### src/rtl/mvm_arbiter.sv
// Shares one matrix-vector engine among N requesters: round-robin job grant,
// operand streaming, bounded wait for completion and result draining.
module mvm_arbiter #(
   parameter int K       = 12,
   parameter int B       = 20,
   parameter int N       = 2,
   parameter int TIMEOUT = 255,
   localparam int IW     = (N > 1) ? $clog2(N) : 1
) (
   input  logic             clk,
   input  logic             reset,
   input  logic [N-1:0]     req,
   input  logic [N-1:0]     mat_reuse,
   input  logic [N*B-1:0]   src_data,
   output logic [N-1:0]     grant,
   output logic [N-1:0]     src_pop,
   output logic             loadMatrix,
   output logic             loadVector,
   output logic             start,
   output logic [B-1:0]     data_in,
   input  logic             done,
   input  logic [2*B-1:0]   data_out,
   output logic             res_valid,
   output logic [2*B-1:0]   res_data,
   output logic [IW-1:0]    res_id,
   output logic             res_last,
   output logic             err
);

   localparam int CMAX = (K * K > TIMEOUT) ? K * K : TIMEOUT;
   localparam int CW   = $clog2(CMAX + 1);

   typedef enum logic [2:0] {
      S_IDLE,
      S_LOAD_M,
      S_LOAD_V,
      S_START,
      S_WAIT,
      S_DRAIN
   } state_t;

   state_t        r_state;
   logic [CW-1:0] r_cnt;
   logic [IW-1:0] r_owner;
   logic [IW-1:0] r_ptr;
   logic [IW-1:0] r_mat_owner;
   logic          r_mat_vld;
   logic [N-1:0]  r_grant;
   logic [N-1:0]  r_src_pop;
   logic          r_load_m;
   logic          r_load_v;
   logic          r_start;
   logic          r_res_valid;
   logic          r_res_last;
   logic          r_err;

   logic          w_found;
   logic [IW-1:0] w_win;
   logic [IW-1:0] w_ptr_next;
   logic          w_reuse;
   logic [B-1:0]  w_word;

   // Search starts at r_ptr, the index just after the last winner.
   always_comb begin
      w_found = 1'b0;
      w_win   = '0;
      for (int k = 0; k < N; k++) begin
         if (!w_found && req[(int'(r_ptr) + k) % N]) begin
            w_found = 1'b1;
            w_win   = IW'((int'(r_ptr) + k) % N);
         end
      end
   end

   assign w_ptr_next = (int'(w_win) == N - 1) ? '0 : w_win + IW'(1);
   assign w_reuse    = mat_reuse[w_win] && r_mat_vld && (r_mat_owner == w_win);
   assign w_word     = src_data[int'(r_owner) * B +: B];

   always_ff @(posedge clk or negedge reset) begin
      if (!reset) begin
         r_state     <= S_IDLE;
         r_cnt       <= '0;
         r_owner     <= '0;
         r_ptr       <= '0;
         r_mat_owner <= '0;
         r_mat_vld   <= 1'b0;
         r_grant     <= '0;
         r_src_pop   <= '0;
         r_load_m    <= 1'b0;
         r_load_v    <= 1'b0;
         r_start     <= 1'b0;
         r_res_valid <= 1'b0;
         r_res_last  <= 1'b0;
         r_err       <= 1'b0;
      end else begin
         case (r_state)
            S_IDLE: begin
               if (w_found) begin
                  r_grant <= N'(1) << w_win;
                  r_owner <= w_win;
                  r_ptr   <= w_ptr_next;
                  r_cnt   <= '0;
                  if (w_reuse) begin
                     r_state  <= S_LOAD_V;
                     r_load_v <= 1'b1;
                  end else begin
                     r_state  <= S_LOAD_M;
                     r_load_m <= 1'b1;
                  end
               end
            end
            S_LOAD_M: begin
               r_load_m <= 1'b0;
               if (r_cnt == CW'(K * K)) begin
                  r_src_pop   <= '0;
                  r_load_v    <= 1'b1;
                  r_cnt       <= '0;
                  r_mat_vld   <= 1'b1;
                  r_mat_owner <= r_owner;
                  r_state     <= S_LOAD_V;
               end else begin
                  r_src_pop <= r_grant;
                  r_cnt     <= r_cnt + CW'(1);
               end
            end
            S_LOAD_V: begin
               r_load_v <= 1'b0;
               if (r_cnt == CW'(K)) begin
                  r_src_pop <= '0;
                  r_start   <= 1'b1;
                  r_cnt     <= '0;
                  r_state   <= S_START;
               end else begin
                  r_src_pop <= r_grant;
                  r_cnt     <= r_cnt + CW'(1);
               end
            end
            S_START: begin
               r_start <= 1'b0;
               r_cnt   <= '0;
               r_state <= S_WAIT;
            end
            S_WAIT: begin
               if (done) begin
                  r_state     <= S_DRAIN;
                  r_res_valid <= 1'b1;
                  r_res_last  <= (K == 1);
                  r_cnt       <= CW'(1);
               end else if (r_cnt == CW'(TIMEOUT - 1)) begin
                  // The engine state is unknown after a hang, so the resident matrix is distrusted.
                  r_err     <= 1'b1;
                  r_mat_vld <= 1'b0;
                  r_grant   <= '0;
                  r_state   <= S_IDLE;
               end else begin
                  r_cnt <= r_cnt + CW'(1);
               end
            end
            S_DRAIN: begin
               if (r_cnt == CW'(K)) begin
                  r_res_valid <= 1'b0;
                  r_res_last  <= 1'b0;
                  r_grant     <= '0;
                  r_state     <= S_IDLE;
               end else begin
                  r_cnt      <= r_cnt + CW'(1);
                  r_res_last <= (r_cnt == CW'(K - 1));
               end
            end
            default: r_state <= S_IDLE;
         endcase
      end
   end

   assign grant      = r_grant;
   assign src_pop    = r_src_pop;
   assign loadMatrix = r_load_m;
   assign loadVector = r_load_v;
   assign start      = r_start;
   assign data_in    = (|r_src_pop) ? w_word : '0;
   assign res_valid  = r_res_valid;
   assign res_data   = r_res_valid ? data_out : '0;
   assign res_id     = r_res_valid ? r_owner : '0;
   assign res_last   = r_res_last;
   assign err        = r_err;

endmodule

### config.mk
export PLATFORM = sky130hd
export DESIGN_NAME = mvm_arbiter
export DESIGN_NICKNAME = d
export VERILOG_FILES = /design/src/rtl/mvm_arbiter.sv
export SDC_FILE = /design/constraint.sdc
export NUM_CORES = 1
export LEC_CHECK = 0
export ABC_CLOCK_PERIOD_IN_PS = 2650
export BUFFER_PORTS_ARGS = -buffer_cell sky130_fd_sc_hd__buf_2
export CAP_MARGIN = 20
export CORE_AREA = 2 2 76 78
export DETAILED_ROUTE_END_ITERATION = 6
export DIE_AREA = 0 0 78 80
export PLACE_DENSITY = 0.79
export SYNTH_ARGS = -nofsm -noshare
export SYNTH_HDL_FRONTEND = slang
export SYNTH_SLANG_ARGS = --single-unit
export TNS_END_PERCENT = 1
### constraint.sdc
create_clock -name clk -period 2.65 [get_ports clk]
set_clock_uncertainty 0.15 [all_clocks]
set_input_delay 0.1325 -clock clk [delete_from_list [all_inputs] [get_ports clk]]
set_output_delay 0.1325 -clock clk [all_outputs]
set_load 0.01 [all_outputs]
==> After elaboration in Yosys (flattened, before gate mapping) <==
Cells that the tools add are included.
{ "word_totals": {"regBits": 25, "input_bits": 87, "out_inout_bits": 71, "elab_cells": 128} }
{ "op_classes": {"n_addsub": 3, "multipliers": 1, "n_lt_le_gt_ge": 3, "n_eq_ne": 22, "shifts": 2, "mux": 55, "bitwise": 2, "n_reduce_logical": 26} }
{ "ops": {"columns": ["cell", "n"], "rows": [
  ["$mux W8", 6],
  ["$pmux W8 S6", 1],
  ["$mux W40", 1],
  ["$shiftx A40 B7 Y20", 1],
  ["$mux W1", 25],
  ["$mux W20", 1],
  ["$ne A2 B2 Y1 const B", 10],
  ["$mux W3", 6],
  ["$pmux W3 S6", 1],
  ["$eq A8 B4 Y1 const B", 2],
  ["$eq A8 B8 Y1 const B", 2],
  ["$reduce_and A4 Y1", 4],
  ["$mux W2", 6],
  ["$pmux W1 S2", 5],
  ["$reduce_bool A2 Y1", 5],
  ["$reduce_and A3 Y1", 3],
  ["$add A8 B1 Y8 const B", 1],
  ["$reduce_and A2 Y1", 4],
  ["$eq A3 B2 Y1 const B", 2],
  ["$eq A3 B3 Y1 const B", 2],
  ["$ne A3 B3 Y1 const B", 2],
  ["$pmux W2 S3", 1],
  ["$reduce_bool A3 Y1", 2],
  ["$reduce_bool A6 Y1", 1],
  ["other kinds (16)", 20]
]} }

==> Longest topological paths before layout <==
{ "logic_depth": {"depth_word": 14, "mapped_depth": 8, "mapped_depth_nobuf": 7} }

==> Worst setup path after synthesis <==
OpenSTA, ideal clock, no wires.
{ "synth_path": {"kind": "register -> register", "from": "register r_cnt[0]", "to": "register r_cnt[0]", "setup_time_ns": 0.126, "arrival_ns": 1.702, "required_ns": 2.374, "slack_ns": 0.672, "stages_incl_launch_ff": 8, "path_buffers": 0, "period_less_slack_ns": 1.978, "path_cell_list": "dfrtp_1 inv_1 ha_1 nor3b_1 nand4_1 a32o_1 o21ai_0 o21ai_0"} }
{ "synth_via": {"elab_chain_len": 4, "word_cells_on_any_way": 13, "cone_classes": "1 x add/sub; 5 x eq/ne; 6 x mux; 1 x reduce/logical"} }
{ "synth_rtl": {"columns": ["element", "line_no", "source"], "rows": [
  ["start: declaration", "43", "logic [CW-1:0] r_cnt;"],
  ["start signal: assignment", "123", "r_cnt <= r_cnt + CW'(1);"],
  ["start signal: assignment", "135", "r_cnt <= r_cnt + CW'(1);"],
  ["start signal: assignment", "156", "r_cnt <= r_cnt + CW'(1);"],
  ["$add A8 B1 Y8", null, null],
  ["$mux W8", "149", "end else if (r_cnt == CW'(TIMEOUT - 1)) begin"],
  ["$mux W8", "144", "if (done) begin"],
  ["$pmux W8 S6", "96", "case (r_state)"]
]} }
Several ways; a longest one is shown, not always the timed one. The select of a mux whose other input is x is not followed.
A chain may end at the register's enable or synchronous reset.

==> Worst setup path after layout <==
{ "layout_path": {"from": "register r_cnt[0]", "to": "register r_cnt[2]"} }
The elaborated chain is that of the path after synthesis.

==> results.cfg <==
[outcome]
status = complete, no violations

[setup_path]
crit_family = compound AO/OA/AOI/OAI gates
slowest_delay_ns = 0.58
endpoint_kind = flip-flop
reg2reg_from = r_cnt[0]
critical_path.slowest_cell = a21oi_1
start_kind = flip-flop
arrival_ns = 2.32
worstPathMaxFanout = 7
worstPathCellList = inv_1, ha_1, nor3b_1, buf_4, a21oi_1, o21bai_4, o211ai_2
critPathBufInv = 2
criticalPathCategory = flip-flop to flip-flop
critPathLaunch = r_cnt[0]
worstPathRequired_ns = 2.70

[detailed_routing]
drt-pass1-iter-count = 4
viasPerCell = 5.13
ant_nets = 0
num_vias = 2493
post_drt_wl_per_cell_um = 14.7
drtIter0Drc = 118
drc = 0
drt_wl_total_um = 7140

[placed_design]
gp_congestion = 0.850
hpwlAfterDp_um = 5730
place_inst = 480
port_buffers = 157
place_area_um2 = 2970

[clock_tree]
clk_path_buf_depth = 2
cts_tree = built
htree_levels = 1
cts_sinks = 25
cts_inserted_buffers = 3
clk_pin_slew_ns = 0.09
cts-root-buf = clkbuf_8
clk_latency_ns = 0.27

[synthesis]
netlist.area_leader.share = 0.294
avgSynthCellArea_um2 = 8.13
synth.distinct_cells = 47
netlist_instances = 262
synth-main-ff-cell = dfrtp_1
synth_edf_count = 0
syn_nets = 352
ys_seq_elements = 25
seq_area_frac_synth = 0.294
yosys.area.top_type = dfrtp_1
yosys_warnings = 0
synth_area_leaders = dfrtp_1 29%, and2_1 12%, mux2i_1 9.4%, nor2_1 5.8%, nand2_1 3.5%
synth-async-reset-ratio = 1.00
synth_area_um2 = 2130

[pwr]
ir_drop_uv = 523
power.density_nw_per_um2 = 831
finalPower_mw = 2.52
p_leak_nw = 1.59

[final_layout]
fillerInstances = 509
areaGrowthSynthToFinish_pct = 42.5
stdcell_count = 486
design_area_um2 = 3040
drive_above_1_share = 0.435
nNetsFinal = 505
antenna_cells = 0

[sta]
grt_setup_unrepaired = no
report.final.setup_viol = 0
maxSlewViolCount = 0
tightest_slew_ns = 0.742
setup_tns_ns = 0
hold_viol_final = 0
finalCritPeriodShare = 0.857
max_slew_margin = 0.506
max_freq_mhz = 440
period_minus_slack_ns = 2.27

[global_route]
antenna_found_initial = 0
grt_use_total = 0.217
grt_pass1_vias = 2301
grt_pass1_wl_um = 11100
grt_max_degree = 42
grt.overflow.total = 0

[die]
rows = 27
ios = 158
fp.dieH_um = 80
coreArea_um2 = 5410
die_x_um = 78
die-area_um2 = 6240
start_util = 0.394

[min_path]
hp-class = input pin to flip-flop
hp-start = req[0]

[run]
maxCapViolations = 0
[area by class of cell]
class	count	area, um2	area share
clock buffers	3	41.3	0.0136
clock inverters	1	7.51	0.00247
inverters	7	26.3	0.00866
multi-input cells	211	1380	0.454
flip-flops and latches	25	626	0.206
well taps	72	90.1	0.0297
repair buffers	167	866	0.285
[layer usage]
layer / GRT usage / part of all wire
met4: 0.0421 / 0.0080
met3: 0.0249 / 0.078
met2: 0.389 / 0.51
met5: 0 / 0
met1: 0.282 / 0.40
[flip-flops by register name, indices dropped and copies added, names as in the netlist]
| signal | cells |
|---|---|
| r_state | 3 |
| r_ptr | 1 |
| start | 1 |
| grant | 2 |
| r_cnt | 8 |
| r_owner | 1 |
| err | 1 |
| res_last | 1 |
| r_mat_owner | 1 |
| res_valid | 1 |
| loadVector | 1 |
| loadMatrix | 1 |
| r_mat_vld | 1 |
| src_pop | 2 |
[cells by family (layout without fill, tap and decap cells)]
| group | Yosys count | after routing | synth area share |
|---|---|---|---|
| XOR/XNOR | 1 | 1 | 0.00411 |
| adder cells (fa/ha/maj) | 3 | 3 | 0.0176 |
| flip-flops | 25 | 25 | 0.294 |
| AO/OA/AOI/OAI | 55 | 55 | 0.193 |
| buffers and inverters | 26 | 178 | 0.0593 |
| AND/OR/NAND/NOR | 131 | 131 | 0.333 |
| multiplexers | 21 | 21 | 0.0992 |
[cell usage in the layout, fill, tap and decap left out, drive strengths merged, types with 4 or more instances in the layout]
cell    count
nand2      20
inv         7
or3         4
buf       165
and2       42
o22ai       4
a21oi       9
nand3       8
nor2       33
dfrtp      25
o21ai      11
nand2b      8
a21o        4
o211ai      6
mux2i      20
[per-stage QoR]
step | hold slack [ns] | util | worst slack [ns]
2_1_floorplan | -0.313 | - | 0.672
3_5_place_dp | 0.00736 | 0.549 | 0.445
3_3_place_gp | -0.00224 | 0.549 | 0.505
6_report | 0.0548 | 0.562 | 0.380
4_1_cts | 0.0470 | 0.562 | 0.426
5_1_grt | 0.0723 | 0.562 | 0.268
[synthesized netlist by cell type (4+ instances only)]
cell / instances
a21oi_1: 9
inv_1: 7
buf_2: 5
a21o_1: 4
dfrtp_1: 25
or3_1: 4
o22ai_1: 4
mux2i_1: 20
nand3_1: 8
nand2b_1: 8
nor2_1: 33
o21ai_0: 10
o211ai_2: 5
and2_1: 42
clkbuf_1: 9
nand2_1: 20
[worst register-to-register path, stage by stage, from the launching register on]
cell and delay, ns:
dfrtp_1 0.46, inv_1 0.10, ha_1 0.22, nor3b_1 0.14, buf_4 0.16, a21oi_1 0.58, o21bai_4 0.19, o211ai_2 0.20
[power breakdown]
group          leakage [nW]  internal (mW)  switching, mW
registers             0.322          0.507          0.195
clock network        0.0217          0.107          0.127
logic                  1.24          0.704          0.882
total                  1.59           1.32           1.20
[repair_timing]
item	CTS	global route
setup endpoints to repair	0	0
gates resized for setup	0	0
hold buffers	2	0
hold endpoints to repair	26	0
buffers inserted	0	0
[path summary, 6_finish.rpt]
path	to	cells after the start	slack, ns
worst max-delay path	r_cnt[2]	7	0.38
worst min-delay path	r_ptr	3	0.05
worst max register to register	r_cnt[2]	7	0.38
worst min register to register	r_ptr	1	0.35
max in group asynchronous	r_state[0]	2	1.75
min in group asynchronous	r_cnt[2]	2	0.23
No activity file was read; power rests on OpenSTA's default activity.
